File: config.mk
export PLATFORM = sky130hd
export DESIGN_NAME = adp_bscan_ctrl_flat
export DESIGN_NICKNAME = d
export VERILOG_FILES = /design/src/rtl/adp_bscan_ctrl_if.sv /design/src/rtl/adp_bscan_ctrl.sv /design/src/flat_wrapper.sv
export SDC_FILE = /design/constraint.sdc
export NUM_CORES = 1
export LEC_CHECK = 0
export CORE_UTILIZATION = 50
export CTS_CLUSTER_DIAMETER = 50
export CTS_CLUSTER_SIZE = 20
export DETAILED_ROUTE_END_ITERATION = 10
export GPL_TIMING_DRIVEN = 0
export HOLD_SLACK_MARGIN = 0.06
export PLACE_DENSITY = 0.8
export SLEW_MARGIN = 30
export SYNTH_ARGS = -nofsm -noshare
export SYNTH_HDL_FRONTEND = slang
export SYNTH_SLANG_ARGS = --single-unit
File: constraint.sdc
create_clock -name clk -period 7.8 [get_ports clk]
set_input_delay 1.56 -clock clk [delete_from_list [all_inputs] [get_ports clk]]
set_output_delay 1.56 -clock clk [all_outputs]
set_load 0.01 [all_outputs]
File: src/rtl/adp_bscan_ctrl_if.sv
// Command/response handshake bundle for the boundary-scan controller.
// The master issues commands and takes responses; the slave is the controller.
interface adp_bscan_ctrl_if #(
  parameter int NUM_CELLS = 49
) ();
  logic                 cmd_valid;
  logic                 cmd_ready;
  logic [1:0]           cmd_op;
  logic [NUM_CELLS-1:0] cmd_data;
  logic                 rsp_valid;
  logic                 rsp_ready;
  logic [NUM_CELLS-1:0] rsp_data;
  logic                 rsp_err;

  modport master (
    output cmd_valid, cmd_op, cmd_data, rsp_ready,
    input  cmd_ready, rsp_valid, rsp_data, rsp_err
  );

  modport slave (
    input  cmd_valid, cmd_op, cmd_data, rsp_ready,
    output cmd_ready, rsp_valid, rsp_data, rsp_err
  );
endinterface

File: src/rtl/adp_bscan_ctrl.sv
// Boundary-scan chain controller: sequences capture/shift/update on a
// NUM_CELLS-long chain per command and returns the serially read-out data.
module adp_bscan_ctrl #(
  parameter int NUM_CELLS = 49
) (
  input  logic            clk,
  input  logic            rst,
  adp_bscan_ctrl_if.slave bus,
  output logic            adp_bscan_start,
  output logic            adp_bscan_se,
  output logic            adp_bscan_shift_sel,
  output logic            adp_bscan_oe,
  output logic            adp_bscan_out_sel,
  input  logic            adp_bscan_end
);
  localparam int CNT_W = $clog2(NUM_CELLS);
  localparam logic [CNT_W-1:0] CNT_LAST = CNT_W'(NUM_CELLS - 1);

  localparam logic [1:0] OP_SCAN  = 2'b00;
  localparam logic [1:0] OP_SHIFT = 2'b01;
  localparam logic [1:0] OP_MODE  = 2'b10;
  localparam logic [1:0] OP_RSVD  = 2'b11;

  typedef enum logic [2:0] {
    IDLE    = 3'd0,
    CAPTURE = 3'd1,
    SHIFT   = 3'd2,
    UPDATE  = 3'd3,
    RESP    = 3'd4
  } state_e;

  state_e               state_q, state_d;
  logic [CNT_W-1:0]     cnt_q, cnt_d;
  logic [1:0]           op_q, op_d;
  logic [NUM_CELLS-1:0] tx_q, tx_d;
  logic [NUM_CELLS-1:0] rx_q, rx_d;
  logic                 err_q, err_d;
  logic                 out_sel_q, out_sel_d;

  // tx_q shifts MSB-first onto start; rx_q fills from the LSB so the first bit read lands in the MSB
  always_comb begin
    state_d   = state_q;
    cnt_d     = cnt_q;
    op_d      = op_q;
    tx_d      = tx_q;
    rx_d      = rx_q;
    err_d     = err_q;
    out_sel_d = out_sel_q;
    case (state_q)
      IDLE: begin
        cnt_d = '0;
        if (bus.cmd_valid) begin
          op_d  = bus.cmd_op;
          tx_d  = bus.cmd_data;
          err_d = (bus.cmd_op == OP_RSVD);
          case (bus.cmd_op)
            OP_SCAN:  state_d = CAPTURE;
            OP_SHIFT: state_d = SHIFT;
            OP_MODE: begin
              state_d   = RESP;
              out_sel_d = bus.cmd_data[0];
            end
            default:  state_d = RESP;
          endcase
        end else begin
          state_d = IDLE;
        end
      end
      CAPTURE: begin
        cnt_d   = '0;
        state_d = SHIFT;
      end
      SHIFT: begin
        tx_d = {tx_q[NUM_CELLS-2:0], 1'b0};
        rx_d = {rx_q[NUM_CELLS-2:0], adp_bscan_end};
        if (cnt_q == CNT_LAST) begin
          state_d = (op_q == OP_SCAN) ? UPDATE : RESP;
        end else begin
          cnt_d   = cnt_q + CNT_W'(1);
          state_d = SHIFT;
        end
      end
      UPDATE: state_d = RESP;
      RESP: begin
        if (bus.rsp_ready) begin
          state_d = IDLE;
        end else begin
          state_d = RESP;
        end
      end
      default: state_d = IDLE;
    endcase
  end

  always_ff @(posedge clk or posedge rst) begin
    if (rst) begin
      state_q   <= IDLE;
      cnt_q     <= '0;
      op_q      <= OP_SCAN;
      tx_q      <= '0;
      rx_q      <= '0;
      err_q     <= 1'b0;
      out_sel_q <= 1'b0;
    end else begin
      state_q   <= state_d;
      cnt_q     <= cnt_d;
      op_q      <= op_d;
      tx_q      <= tx_d;
      rx_q      <= rx_d;
      err_q     <= err_d;
      out_sel_q <= out_sel_d;
    end
  end

  // Chain strobes decode only from the state register, so reset silences them at once
  always_comb begin
    bus.cmd_ready       = 1'b0;
    bus.rsp_valid       = 1'b0;
    adp_bscan_start     = 1'b0;
    adp_bscan_se        = 1'b0;
    adp_bscan_shift_sel = 1'b0;
    adp_bscan_oe        = 1'b0;
    case (state_q)
      IDLE:    bus.cmd_ready = 1'b1;
      CAPTURE: adp_bscan_se  = 1'b1;
      SHIFT: begin
        adp_bscan_se        = 1'b1;
        adp_bscan_shift_sel = 1'b1;
        adp_bscan_start     = tx_q[NUM_CELLS-1];
      end
      UPDATE:  adp_bscan_oe  = 1'b1;
      RESP:    bus.rsp_valid = 1'b1;
      default: bus.cmd_ready = 1'b0;
    endcase
  end

  assign bus.rsp_data      = rx_q;
  assign bus.rsp_err       = err_q;
  assign adp_bscan_out_sel = out_sel_q;
endmodule

File: src/flat_wrapper.sv
// flat-port wrapper written by rule: the top's interface ports become plain ports
module adp_bscan_ctrl_flat 
#(
  parameter int NUM_CELLS = 49
)
  (clk, rst, adp_bscan_start, adp_bscan_se, adp_bscan_shift_sel, adp_bscan_oe, adp_bscan_out_sel, adp_bscan_end, bus_cmd_valid, bus_cmd_op, bus_cmd_data, bus_rsp_ready, bus_cmd_ready, bus_rsp_valid, bus_rsp_data, bus_rsp_err);
  adp_bscan_ctrl_if #(.NUM_CELLS(NUM_CELLS)) bus_i ();
  input  logic clk;
  input  logic rst;
  output logic adp_bscan_start;
  output logic adp_bscan_se;
  output logic adp_bscan_shift_sel;
  output logic adp_bscan_oe;
  output logic adp_bscan_out_sel;
  input  logic adp_bscan_end;
  input wire logic [$bits(bus_i.cmd_valid)-1:0] bus_cmd_valid;
  input wire logic [$bits(bus_i.cmd_op)-1:0] bus_cmd_op;
  input wire logic [$bits(bus_i.cmd_data)-1:0] bus_cmd_data;
  input wire logic [$bits(bus_i.rsp_ready)-1:0] bus_rsp_ready;
  output wire logic [$bits(bus_i.cmd_ready)-1:0] bus_cmd_ready;
  output wire logic [$bits(bus_i.rsp_valid)-1:0] bus_rsp_valid;
  output wire logic [$bits(bus_i.rsp_data)-1:0] bus_rsp_data;
  output wire logic [$bits(bus_i.rsp_err)-1:0] bus_rsp_err;
  assign bus_i.cmd_valid = bus_cmd_valid;
  assign bus_i.cmd_op = bus_cmd_op;
  assign bus_i.cmd_data = bus_cmd_data;
  assign bus_i.rsp_ready = bus_rsp_ready;
  assign bus_cmd_ready = bus_i.cmd_ready;
  assign bus_rsp_valid = bus_i.rsp_valid;
  assign bus_rsp_data = bus_i.rsp_data;
  assign bus_rsp_err = bus_i.rsp_err;
  adp_bscan_ctrl #(.NUM_CELLS(NUM_CELLS)) u_core (.clk(clk), .rst(rst), .bus(bus_i), .adp_bscan_start(adp_bscan_start), .adp_bscan_se(adp_bscan_se), .adp_bscan_shift_sel(adp_bscan_shift_sel), .adp_bscan_oe(adp_bscan_oe), .adp_bscan_out_sel(adp_bscan_out_sel), .adp_bscan_end(adp_bscan_end));
endmodule
==> results of run 1 <==
-- worst max path at each step --
stage	to	startpoint	slack, ns	cells after the start
finish	adp_bscan_shift_sel	u_core.state_q[0]	3.85	5
floorplan	u_core.adp_bscan_out_sel	rst	3.31	1
CTS	adp_bscan_shift_sel	u_core.state_q[0]	3.84	5
detailed placement	adp_bscan_shift_sel	u_core.state_q[0]	4.24	5
global placement	u_core.tx_q[46]	rst	1.86	2
global route	adp_bscan_shift_sel	u_core.state_q[2]	3.75	5
-- stage by stage --
| step | hold WS [ns] | cells |
|---|---|---|
| floorplan | 0.4467 | 555 |
| global placement | 0.4534 | 796 |
| detailed placement | 0.4626 | 797 |
| CTS | 0.4806 | 813 |
| global route | 0.5179 | 813 |
| finish | 0.4776 | 813 |
-- critical path, stage by stage, from the launching register on --
cell and delay (ns):
sky130_fd_sc_hd__dfrtp_1 0.48, sky130_fd_sc_hd__or3b_4 0.44, sky130_fd_sc_hd__inv_2 0.11, sky130_fd_sc_hd__buf_4 0.19
sky130_fd_sc_hd__buf_2 0.24, sky130_fd_sc_hd__clkdlybuf4s50_1 0.57
-- per-layer routing --
metal,vias up,part of all wire [%],GRT usage [%]
met5,-,0,0
met3,13,4.6,3.092
met2,125,47,37.24
met4,0,1.5,7.919
met1,1947,47,29.96
li1,2028,-,-
-- layout make-up --
class / count / area, µm² / share of cell area, %
well taps: 129 / 161.4 / 2.568
clock inverters: 5 / 56.30 / 0.8957
multi-input cells: 403 / 1803 / 28.68
flip-flops and latches: 111 / 2778 / 44.19
plain buffers: 35 / 170.2 / 2.707
repair buffers: 113 / 1149 / 18.27
inverters: 6 / 27.53 / 0.4379
clock buffers: 11 / 141.4 / 2.249
-- cells in the mapped netlist, drive strengths merged --
cell type	n
a21oi	4
a22o	2
a311o	1
and2	4
and3	1
buf	24
clkbuf	11
dfrtp	111
ha	2
inv	6
mux2	3
mux2i	3
nand2	256
nand2b	3
nand3	102
nand4b	2
nor2	7
nor2b	1
nor3	1
o211ai	1
o21ai	4
o22ai	1
o31ai	2
or3	2
or3b	1
-- power breakdown --
group	switching, mW	internal (mW)	total, mW
logic	0.424	0.374	0.798
registers	0.145	0.790	0.935
clock network	0.186	0.158	0.344
-- flip-flops by register name, summed over array words and instances (netlist names) --
| name | flops |
|---|---|
| u_core.bus.rsp_err | 1 |
| u_core.bus.rsp_data | 49 |
| u_core.state_q | 3 |
| u_core.cnt_q | 6 |
| u_core.adp_bscan_out_sel | 1 |
| u_core.tx_q | 49 |
| u_core.op_q | 2 |
-- cell usage in the layout (no fill, tap or decap), types with 2 or more instances in the layout --
cell                              count
sky130_fd_sc_hd__inv_6                2
sky130_fd_sc_hd__clkdlybuf4s50_1    112
sky130_fd_sc_hd__nor2_1               7
sky130_fd_sc_hd__nand3_1            102
sky130_fd_sc_hd__or3_1                2
sky130_fd_sc_hd__clkbuf_8            10
sky130_fd_sc_hd__a21oi_1              4
sky130_fd_sc_hd__nand4b_1             2
sky130_fd_sc_hd__o31ai_1              2
sky130_fd_sc_hd__nand2_1            255
sky130_fd_sc_hd__clkbuf_1            12
sky130_fd_sc_hd__mux2i_1              3
sky130_fd_sc_hd__mux2_2               2
sky130_fd_sc_hd__a22o_1               2
sky130_fd_sc_hd__clkinv_2             2
sky130_fd_sc_hd__dfrtp_1            111
sky130_fd_sc_hd__nand2b_1             3
sky130_fd_sc_hd__o21ai_0              4
sky130_fd_sc_hd__inv_1                4
sky130_fd_sc_hd__and2_1               3
sky130_fd_sc_hd__buf_1                5
sky130_fd_sc_hd__ha_1                 2
sky130_fd_sc_hd__buf_6                2
sky130_fd_sc_hd__buf_2               16
-- cells by family after synthesis --
kind of cell | share of synthesized area [%]
buf+inv | 4.037
compound gates | 2.019
simple gates | 33.81
fa+ha+maj | 0.5242
flops | 58.19
mux | 1.415
==> impl_metrics.tcl, run 1 <==
set metrics [dict create \
    status "completed" \
    netlist.area_leader.share_pct 58.19 \
    total_drc_errors_in_the_routed_layout 0 \
    setup_viol_count_final 0 \
    worstReg2RegEnd "u_core.adp_bscan_out_sel" \
    design.final.nets 737 \
    achievable-frequency_ghz 0.2534 \
    ant_nets 0 \
    row_cnt 35 \
    area_after_dpl_um2 6088 \
    yosysSeqAreaShare_pct 58.19 \
    clkTransAtPathRegs_ns 0.10 \
    synth_fp_nets 613 \
    synthesized_cell_area_um2 4773 \
    synth_cells 555 \
    timing.reg2reg.worst_path_depth 4 \
    grt_overflow_total 0 \
    timing.final.ws_setup_ns 3.854 \
    ys_top_cells_by_area "sky130_fd_sc_hd__dfrtp_1 58%, sky130_fd_sc_hd__nand2_1 20%, sky130_fd_sc_hd__nand3_1 11%, sky130_fd_sc_hd__buf_2 1.7%, sky130_fd_sc_hd__clkbuf_1 0.87%" \
    drt_first_pass_iters 4 \
    wl_um 10530 \
    postCtsSetupRepairBufs 0 \
    first_global_vias 3865 \
    floorplan.io_pins 113 \
    detail_route.vias_per_cell 5.059 \
    holdCritPathClass "register to register" \
    cts_resized 0 \
    clock_tree_from_tritoncts "yes" \
    die_area_um2 9941 \
    maxCapViolations 0 \
    synth-seq-cells 111 \
    final_max_slew_viols 0 \
    numClockSinks 111 \
    final.fill_count 753 \
    final_util_pct 68.03 \
    maximum_number_of_pins_on_one_net_before_global_route_repair 68 \
    grt_setup_unrepaired "false" \
    core_area_um2 9240 \
    final_min_period_over_clock_period_pct 50.59 \
    detailedPlace.worstSlack_ns 4.238 \
    total_power_mw 2.078 \
    cts-root-buf "sky130_fd_sc_hd__clkbuf_8" \
    max_slew.worst_pin.slew_ns 0.4226 \
    floorplan.die.height_um 99.71 \
    worst_hold_path.endpoint "u_core.tx_q[20]" \
    hold_violations 0 \
    yosys.area.top_type "sky130_fd_sc_hd__dfrtp_1" \
    critPathCaptureType "primary output" \
    worst_clock_skew_ns 0.01398 \
    vdd_ir_drop_max_mv 0.1457 \
    reg2reg_from "u_core.state_q[0]" \
    critical_path_peak_fanout 10 \
    worstHoldStart "u_core.tx_q[19]" \
    power_density_nw_per_um2 330.5 \
    count_of_hold_buffers_inserted_by_post_cts_repair 0 \
    cts-buffers-inserted 9 \
    yosys_warnings 0 \
    first_iter_violations 180 \
    rrSetupSlack_ns 6.10 \
    design_area_um2 6286 \
    total_leakage_power_nw 3.062 \
    critPathRequiredTime_ns 6.24 \
    grt_first_pass_wirelength_um 17560 \
    criticalPathCategory "register to primary output" \
    via_total_after_detailed_routing 4113 \
    post_synth.cell_area_avg_um2 8.601 \
    drive_gt1_share_pct 6.287 \
    grtUsageTotal_pct 22.32 \
    worstSkewPairLatency_ns 0.37 \
    number_of_port_buffers 112 \
    max-slew-margin-rel_pct 71.83 \
    crit_arrival_ns 2.39 \
    synth.distinct_cells 32 \
    synthToLayoutAreaGrowth_pct 31.69 \
    sum_of_negative_setup_slack_ns 0 \
    routed_wire_length_per_instance_um 12.95 \
    gp_congestion 0.7649 \
    startpoint_type "register" \
    worst_hold_path.num_cells 2 \
    initial_core_util_pct 51.66 \
    diodes 0 \
    cts_max_path_bufs 2 \
    detailed_placement_wirelength_estimate_um 7744 \
    antenna_violations_before_repair 0 \
    chipWidth_um 99.71 \
    final.min_clock_period_ns 3.946 \
    cts.htree.levels 3 \
]
(Power assumes the default switching activity.)
==> run 2, diff against run 1 <==
CORE_UTILIZATION = 45   (was 50)
PLACE_DENSITY = 0.76   (was 0.8)
clock period = 3.25 ns   (was 7.8 ns; I/O delays follow)
==> run 2 against run 1 <==
Net effect:
- register-to-register slack got worse by 4.6 ns
- combinational power rose by 140%
- total power rose by 140%
- highest routed layer unchanged
- via count grew 1.2%
- die area is 11% higher
- critical path depth unchanged
- largest power group unchanged
- clock skew decreased by 0.0036 ns
- clock power up 150%
- clock-buffer cell count down 1
- non-clock buffer count rose by 3
==> impl_metrics.tcl, run 2 (synthesis gave the netlist of run 1 again) <==
set metrics [dict create \
    die_area_um2 11020 \
    p_sw_share_pct 36.67 \
    worst_hold_path.num_cells 2 \
    criticalPathCategory "register to primary output" \
    detailedPlace.worstSlack_ns 0.5541 \
    achievable-frequency_ghz 0.3239 \
    cp_slowest_cell "sky130_fd_sc_hd__clkdlybuf4s50_1" \
    worst_clock_skew_ns 0.01041 \
    worstReg2RegEnd "u_core.adp_bscan_out_sel" \
    holdCritPathClass "register to register" \
    whs_ns 0.4750 \
    p_switching_mw 1.844 \
    floorplan.die.height_um 105.0 \
    total_leakage_power_nw 3.089 \
    setup_viol_count_final 0 \
    layout.cells.most_common "sky130_fd_sc_hd__nand2_1" \
    first_iter_violations 211 \
    vdd_ir_drop_max_mv 0.3041 \
    drive_gt1_share_pct 6.841 \
    sum_of_negative_setup_slack_ns 0 \
    maxCapViolations 0 \
    power_frac_clock_pct 17.1 \
    hold_violations 0 \
    crit_arrival_ns 2.44 \
    numClockSinks 111 \
    power_density_nw_per_um2 789.3 \
    power_frac_seq_pct 44.6 \
    design.final.nets 740 \
    routed_wire_length_per_instance_um 13.26 \
    cell_by_cell_listing_of_the_critical_path "or3b_4, inv_2, buf_4, buf_2, clkdlybuf4s50_1" \
    startpoint_type "register" \
    clock_tree_from_tritoncts "yes" \
    critPathRequiredTime_ns 2.60 \
    worstSkewPairLatency_ns 0.37 \
    worstHoldStart "u_core.tx_q[20]" \
    total_drc_errors_in_the_routed_layout 0 \
    cts_max_path_bufs 2 \
    gp_congestion 0.8085 \
    grt_overflow_total 0 \
    rrSetupSlack_ns 1.52 \
    postCtsSetupRepairBufs 0 \
    critical-path-max-stage-delay_ns 0.57 \
    initial_core_util_pct 46.24 \
    critPathCaptureType "primary output" \
    chipWidth_um 105.0 \
    grt_first_pass_wirelength_um 18440 \
    maximum_number_of_pins_on_one_net_before_global_route_repair 31 \
    ant_nets 0 \
    count_of_hold_buffers_inserted_by_post_cts_repair 0 \
    cellInternalPower_mw 3.183 \
    core_area_um2 10320 \
    final_max_slew_viols 0 \
    grt_setup_unrepaired "false" \
    cts.htree.levels 3 \
    cts-buffers-inserted 9 \
    total_power_mw 5.027 \
    timing.reg2reg.worst_path_depth 4 \
    detailed_placement_wirelength_estimate_um 7965 \
    finalNonFillerCells 823 \
    critical_path_peak_fanout 10 \
    power.combinational.fraction_pct 38.3 \
    drt_first_pass_iters 4 \
    placed_cells_incl_taps 807 \
    clkTransAtPathRegs_ns 0.11 \
    synthToLayoutAreaGrowth_pct 33.42 \
    timing.final.ws_setup_ns 0.1628 \
    max_slew.worst_pin.slew_ns 0.4464 \
    antenna_violations_before_repair 0 \
    detail_route.vias_per_cell 5.056 \
    most-common-layout-cells "255 x sky130_fd_sc_hd__nand2_1, 112 x sky130_fd_sc_hd__clkdlybuf4s50_1, 111 x sky130_fd_sc_hd__dfrtp_1" \
    wl_um 10920 \
    cts_resized 0 \
    via_total_after_detailed_routing 4161 \
    max-slew-margin-rel_pct 70.24 \
    row_cnt 37 \
    final_min_period_over_clock_period_pct 94.99 \
    grtUsageTotal_pct 20.86 \
    floorplan.io_pins 113 \
    number_of_port_buffers 112 \
    reg2reg_from "u_core.state_q[0]" \
    final.min_clock_period_ns 3.087 \
    worst_hold_path.endpoint "u_core.tx_q[21]" \
    first_global_vias 3909 \
    diodes 0 \
    status "completed" \
    cts-root-buf "sky130_fd_sc_hd__clkbuf_8" \
]
## run 2: cell count changes in the layout (fill, tap and decap cells not counted)
cell,previous run,this run
sky130_fd_sc_hd__clkinvlp_4,1,3
sky130_fd_sc_hd__buf_16,1,2
sky130_fd_sc_hd__clkinv_2,2,1
sky130_fd_sc_hd__clkbuf_1,12,11
sky130_fd_sc_hd__buf_12,0,2
## run 2: power by group through the flow
stage,combinational (mW),sequential (mW),clock (mW)
3_3_place_gp,1.86,2.24,0
2_1_floorplan,1.04,2.29,0
4_1_cts,1.95,2.24,0.873
6_report,1.93,2.24,0.858
3_5_place_dp,1.95,2.26,0
5_1_grt,2.16,2.32,0.925
## run 2: final cells by class
class / instances / area (µm²)
flip-flops and latches: 111 / 2778
well taps: 136 / 170.2
repair buffers: 116 / 1216
fillers: 911 / 3955
inverters: 6 / 26.28
clock buffers: 10 / 137.6
multi-input cells: 403 / 1803
plain buffers: 35 / 170.2
clock inverters: 6 / 67.56
## run 2: per-stage QoR
step / util (%) / area (µm²)
global route: 61.69 / 6369
detailed placement: 59.70 / 6163
CTS: 61.69 / 6369
global placement: 58.78 / 6068
floorplan: - / 4777
finish: 61.69 / 6369
## run 2: critical path, delay by kind of cell, from the launching register on
kind,cells,cell delay [ns]
buffers and inverters,4,1.11
DFF,1,0.50
and+or+nand+nor,1,0.45
## run 2: worst max-delay path by stage
stage,from,endpoint,slack (ns),cells past startpoint
3_3_place_gp,rst,u_core.tx_q[26],0.24,2
6_report,u_core.state_q[0],adp_bscan_shift_sel,0.16,5
4_1_cts,u_core.state_q[0],adp_bscan_shift_sel,0.13,5
2_1_floorplan,rst,u_core.adp_bscan_out_sel,1.26,1
3_5_place_dp,u_core.state_q[0],adp_bscan_shift_sel,0.55,5
5_1_grt,u_core.state_q[0],adp_bscan_shift_sel,0.05,5
## run 2: metal layers
metal	global-route usage, %	wire (µm)	vias up
li1	-	-	2042
met1	29.34	5143	1985
met2	33.30	5053	123
met3	3.244	585	11
met4	6.539	133	0
met5	0	0	-
==> run 3, diff against run 2 <==
GPL_ROUTABILITY_DRIVEN = 0   (was default)
PLACE_DENSITY = 0.86   (was 0.76)
==> run 3 against run 2 <==
Net effect:
- utilization shrank 0.13 points
- final cell count unchanged
- register-to-register slack about the same
- first-iteration DRC count up 37%
- wire length rose by 1.3%
- critical path depth stayed put
- clock power is essentially flat
- sequential cell count unchanged
- global-route usage increased by 0.61 points
- sequential power is essentially flat
- largest cell class unchanged
==> impl_metrics.tcl, run 3 (synthesis gave the netlist of run 1 again) <==
set metrics [dict create \
    maxCapViolations 0 \
    gr-usage-met1_pct 28.54 \
    p_switching_mw 1.860 \
    drive_gt1_share_pct 6.841 \
    p_sw_share_pct 36.89 \
    vdd_ir_drop_max_mv 0.3269 \
    critPathCaptureType "primary output" \
    worst_clock_skew_ns 0.02068 \
    timing.reg2reg.worst_path_depth 6 \
    cts-buffers-inserted 9 \
    power_frac_seq_pct 44.5 \
    row_cnt 37 \
    status "completed" \
    worstHoldStart "u_core.tx_q[37]" \
    design_area_um2 6355 \
    floorplan.die.height_um 105.0 \
    holdCritPathClass "register to register" \
    clkTransAtPathRegs_ns 0.11 \
    count_of_hold_buffers_inserted_by_post_cts_repair 0 \
    chipWidth_um 105.0 \
    die_area_um2 11020 \
    worst_hold_path.num_cells 2 \
    reg2reg_from "u_core.state_q[0]" \
    max-slew-margin-rel_pct 70.00 \
    total_drc_errors_in_the_routed_layout 0 \
    core_area_um2 10320 \
    synthToLayoutAreaGrowth_pct 33.13 \
    power_density_nw_per_um2 793.5 \
    routed_wire_length_per_instance_um 13.43 \
    grt_most_used_layer "met2" \
    criticalPathCategory "register to primary output" \
    first_global_vias 4076 \
    grt_overflow_total 0 \
    achievable-frequency_ghz 0.3246 \
    wl_um 11060 \
    cts-root-buf "sky130_fd_sc_hd__clkbuf_8" \
    number_of_port_buffers 112 \
    diodes 0 \
    initial_core_util_pct 46.24 \
    crit_arrival_ns 2.43 \
    whs_ns 0.4857 \
    max_slew.worst_pin.slew_ns 0.4500 \
    design.final.nets 740 \
    cellInternalPower_mw 3.182 \
    floorplan.io_pins 113 \
    antenna_violations_before_repair 0 \
    setup_viol_count_final 0 \
    grt_setup_unrepaired "false" \
    clock_tree_from_tritoncts "yes" \
    critical_path_peak_fanout 10 \
    grtUsageTotal_pct 21.47 \
    detail_route.vias_per_cell 5.149 \
    most-common-layout-cells "255 x sky130_fd_sc_hd__nand2_1, 112 x sky130_fd_sc_hd__clkdlybuf4s50_1, 111 x sky130_fd_sc_hd__dfrtp_1" \
    layout.cells.most_common "sky130_fd_sc_hd__nand2_1" \
    crit_path_start "u_core.state_q[0]" \
    power.combinational.fraction_pct 38.5 \
    final.min_clock_period_ns 3.080 \
    sum_of_negative_setup_slack_ns 0 \
    worst_hold_path.endpoint "u_core.tx_q[38]" \
    critPathRequiredTime_ns 2.60 \
    startpoint_type "register" \
    cts_resized 0 \
    ant_nets 0 \
    total_leakage_power_nw 3.086 \
    cts.htree.levels 3 \
    maximum_number_of_pins_on_one_net_before_global_route_repair 32 \
    final_min_period_over_clock_period_pct 94.78 \
    drt_first_pass_iters 6 \
    grt_first_pass_wirelength_um 19010 \
    hold_violations 0 \
    final_max_slew_viols 0 \
    rrSetupSlack_ns 1.53 \
    detailed_placement_wirelength_estimate_um 8102 \
    worstReg2RegEnd "u_core.tx_q[17]" \
    power_frac_clock_pct 17.0 \
    globalRouteMet2Util_pct 35.90 \
    worstSkewPairLatency_ns 0.37 \
    first_iter_violations 290 \
    postCtsSetupRepairBufs 0 \
    cts_max_path_bufs 2 \
    grt_util_met3_pct 3.618 \
    via_total_after_detailed_routing 4238 \
    final.fill_count 883 \
    numClockSinks 111 \
    area_after_dpl_um2 6148 \
]
run 3: cell count changes in the layout (fill, tap and decap cells not counted):
cell / delta
sky130_fd_sc_hd__buf_12: +2
sky130_fd_sc_hd__clkinv_4: +2
sky130_fd_sc_hd__buf_16: -2
sky130_fd_sc_hd__inv_6: -1
sky130_fd_sc_hd__clkinvlp_4: -1
run 3: final cells by class:
class / count / area (µm²) / share of cell area, %
inverters: 6 / 26.28 / 0.4135
repair buffers: 116 / 1201 / 18.90
flip-flops and latches: 111 / 2778 / 43.71
multi-input cells: 403 / 1803 / 28.37
well taps: 136 / 170.2 / 2.678
plain buffers: 35 / 170.2 / 2.678
clock inverters: 6 / 68.82 / 1.083
clock buffers: 10 / 137.6 / 2.166
run 3: worst max-delay path, cell delays in order (launching register included):
cell                              delay (ns)
sky130_fd_sc_hd__dfrtp_1                0.49
sky130_fd_sc_hd__or3b_4                 0.44
sky130_fd_sc_hd__inv_2                  0.11
sky130_fd_sc_hd__buf_4                  0.19
sky130_fd_sc_hd__buf_2                  0.24
sky130_fd_sc_hd__clkdlybuf4s50_1        0.58
run 3: routing by layer:
layer,up-vias,wire length [µm]
met3,15,572
met4,0,154
met5,-,0
met1,2034,4897
met2,151,5429
li1,2038,-
run 3: power by group through the flow:
| stage | clock network, mW | logic (mW) | registers [mW] |
|---|---|---|---|
| finish | 0.856 | 1.94 | 2.25 |
| global route | 0.921 | 2.18 | 2.31 |
| CTS | 0.867 | 1.96 | 2.24 |
| detailed placement | 0 | 1.96 | 2.26 |
| global placement | 0 | 1.85 | 2.24 |
| floorplan | 0 | 1.04 | 2.29 |
run 3: worst max path at each step:
stage | to | depth (start not counted)
after CTS | adp_bscan_shift_sel | 5
after detailed placement | adp_bscan_shift_sel | 5
after global placement | u_core.tx_q[42] | 2
after floorplan | u_core.adp_bscan_out_sel | 1
after global routing | adp_bscan_shift_sel | 5
final | adp_bscan_shift_sel | 5
run 3: stage by stage:
stage / utilization [%] / total power, mW / worst slack [ns] / instances
2_1_floorplan: - / 3.331 / 1.257 / 555
3_3_place_gp: 58.78 / 4.088 / 0.2788 / 803
3_5_place_dp: 59.56 / 4.225 / 0.5701 / 807
4_1_cts: 61.56 / 5.069 / 0.1508 / 823
5_1_grt: 61.56 / 5.417 / 0.07907 / 823
6_report: 61.56 / 5.043 / 0.1697 / 823
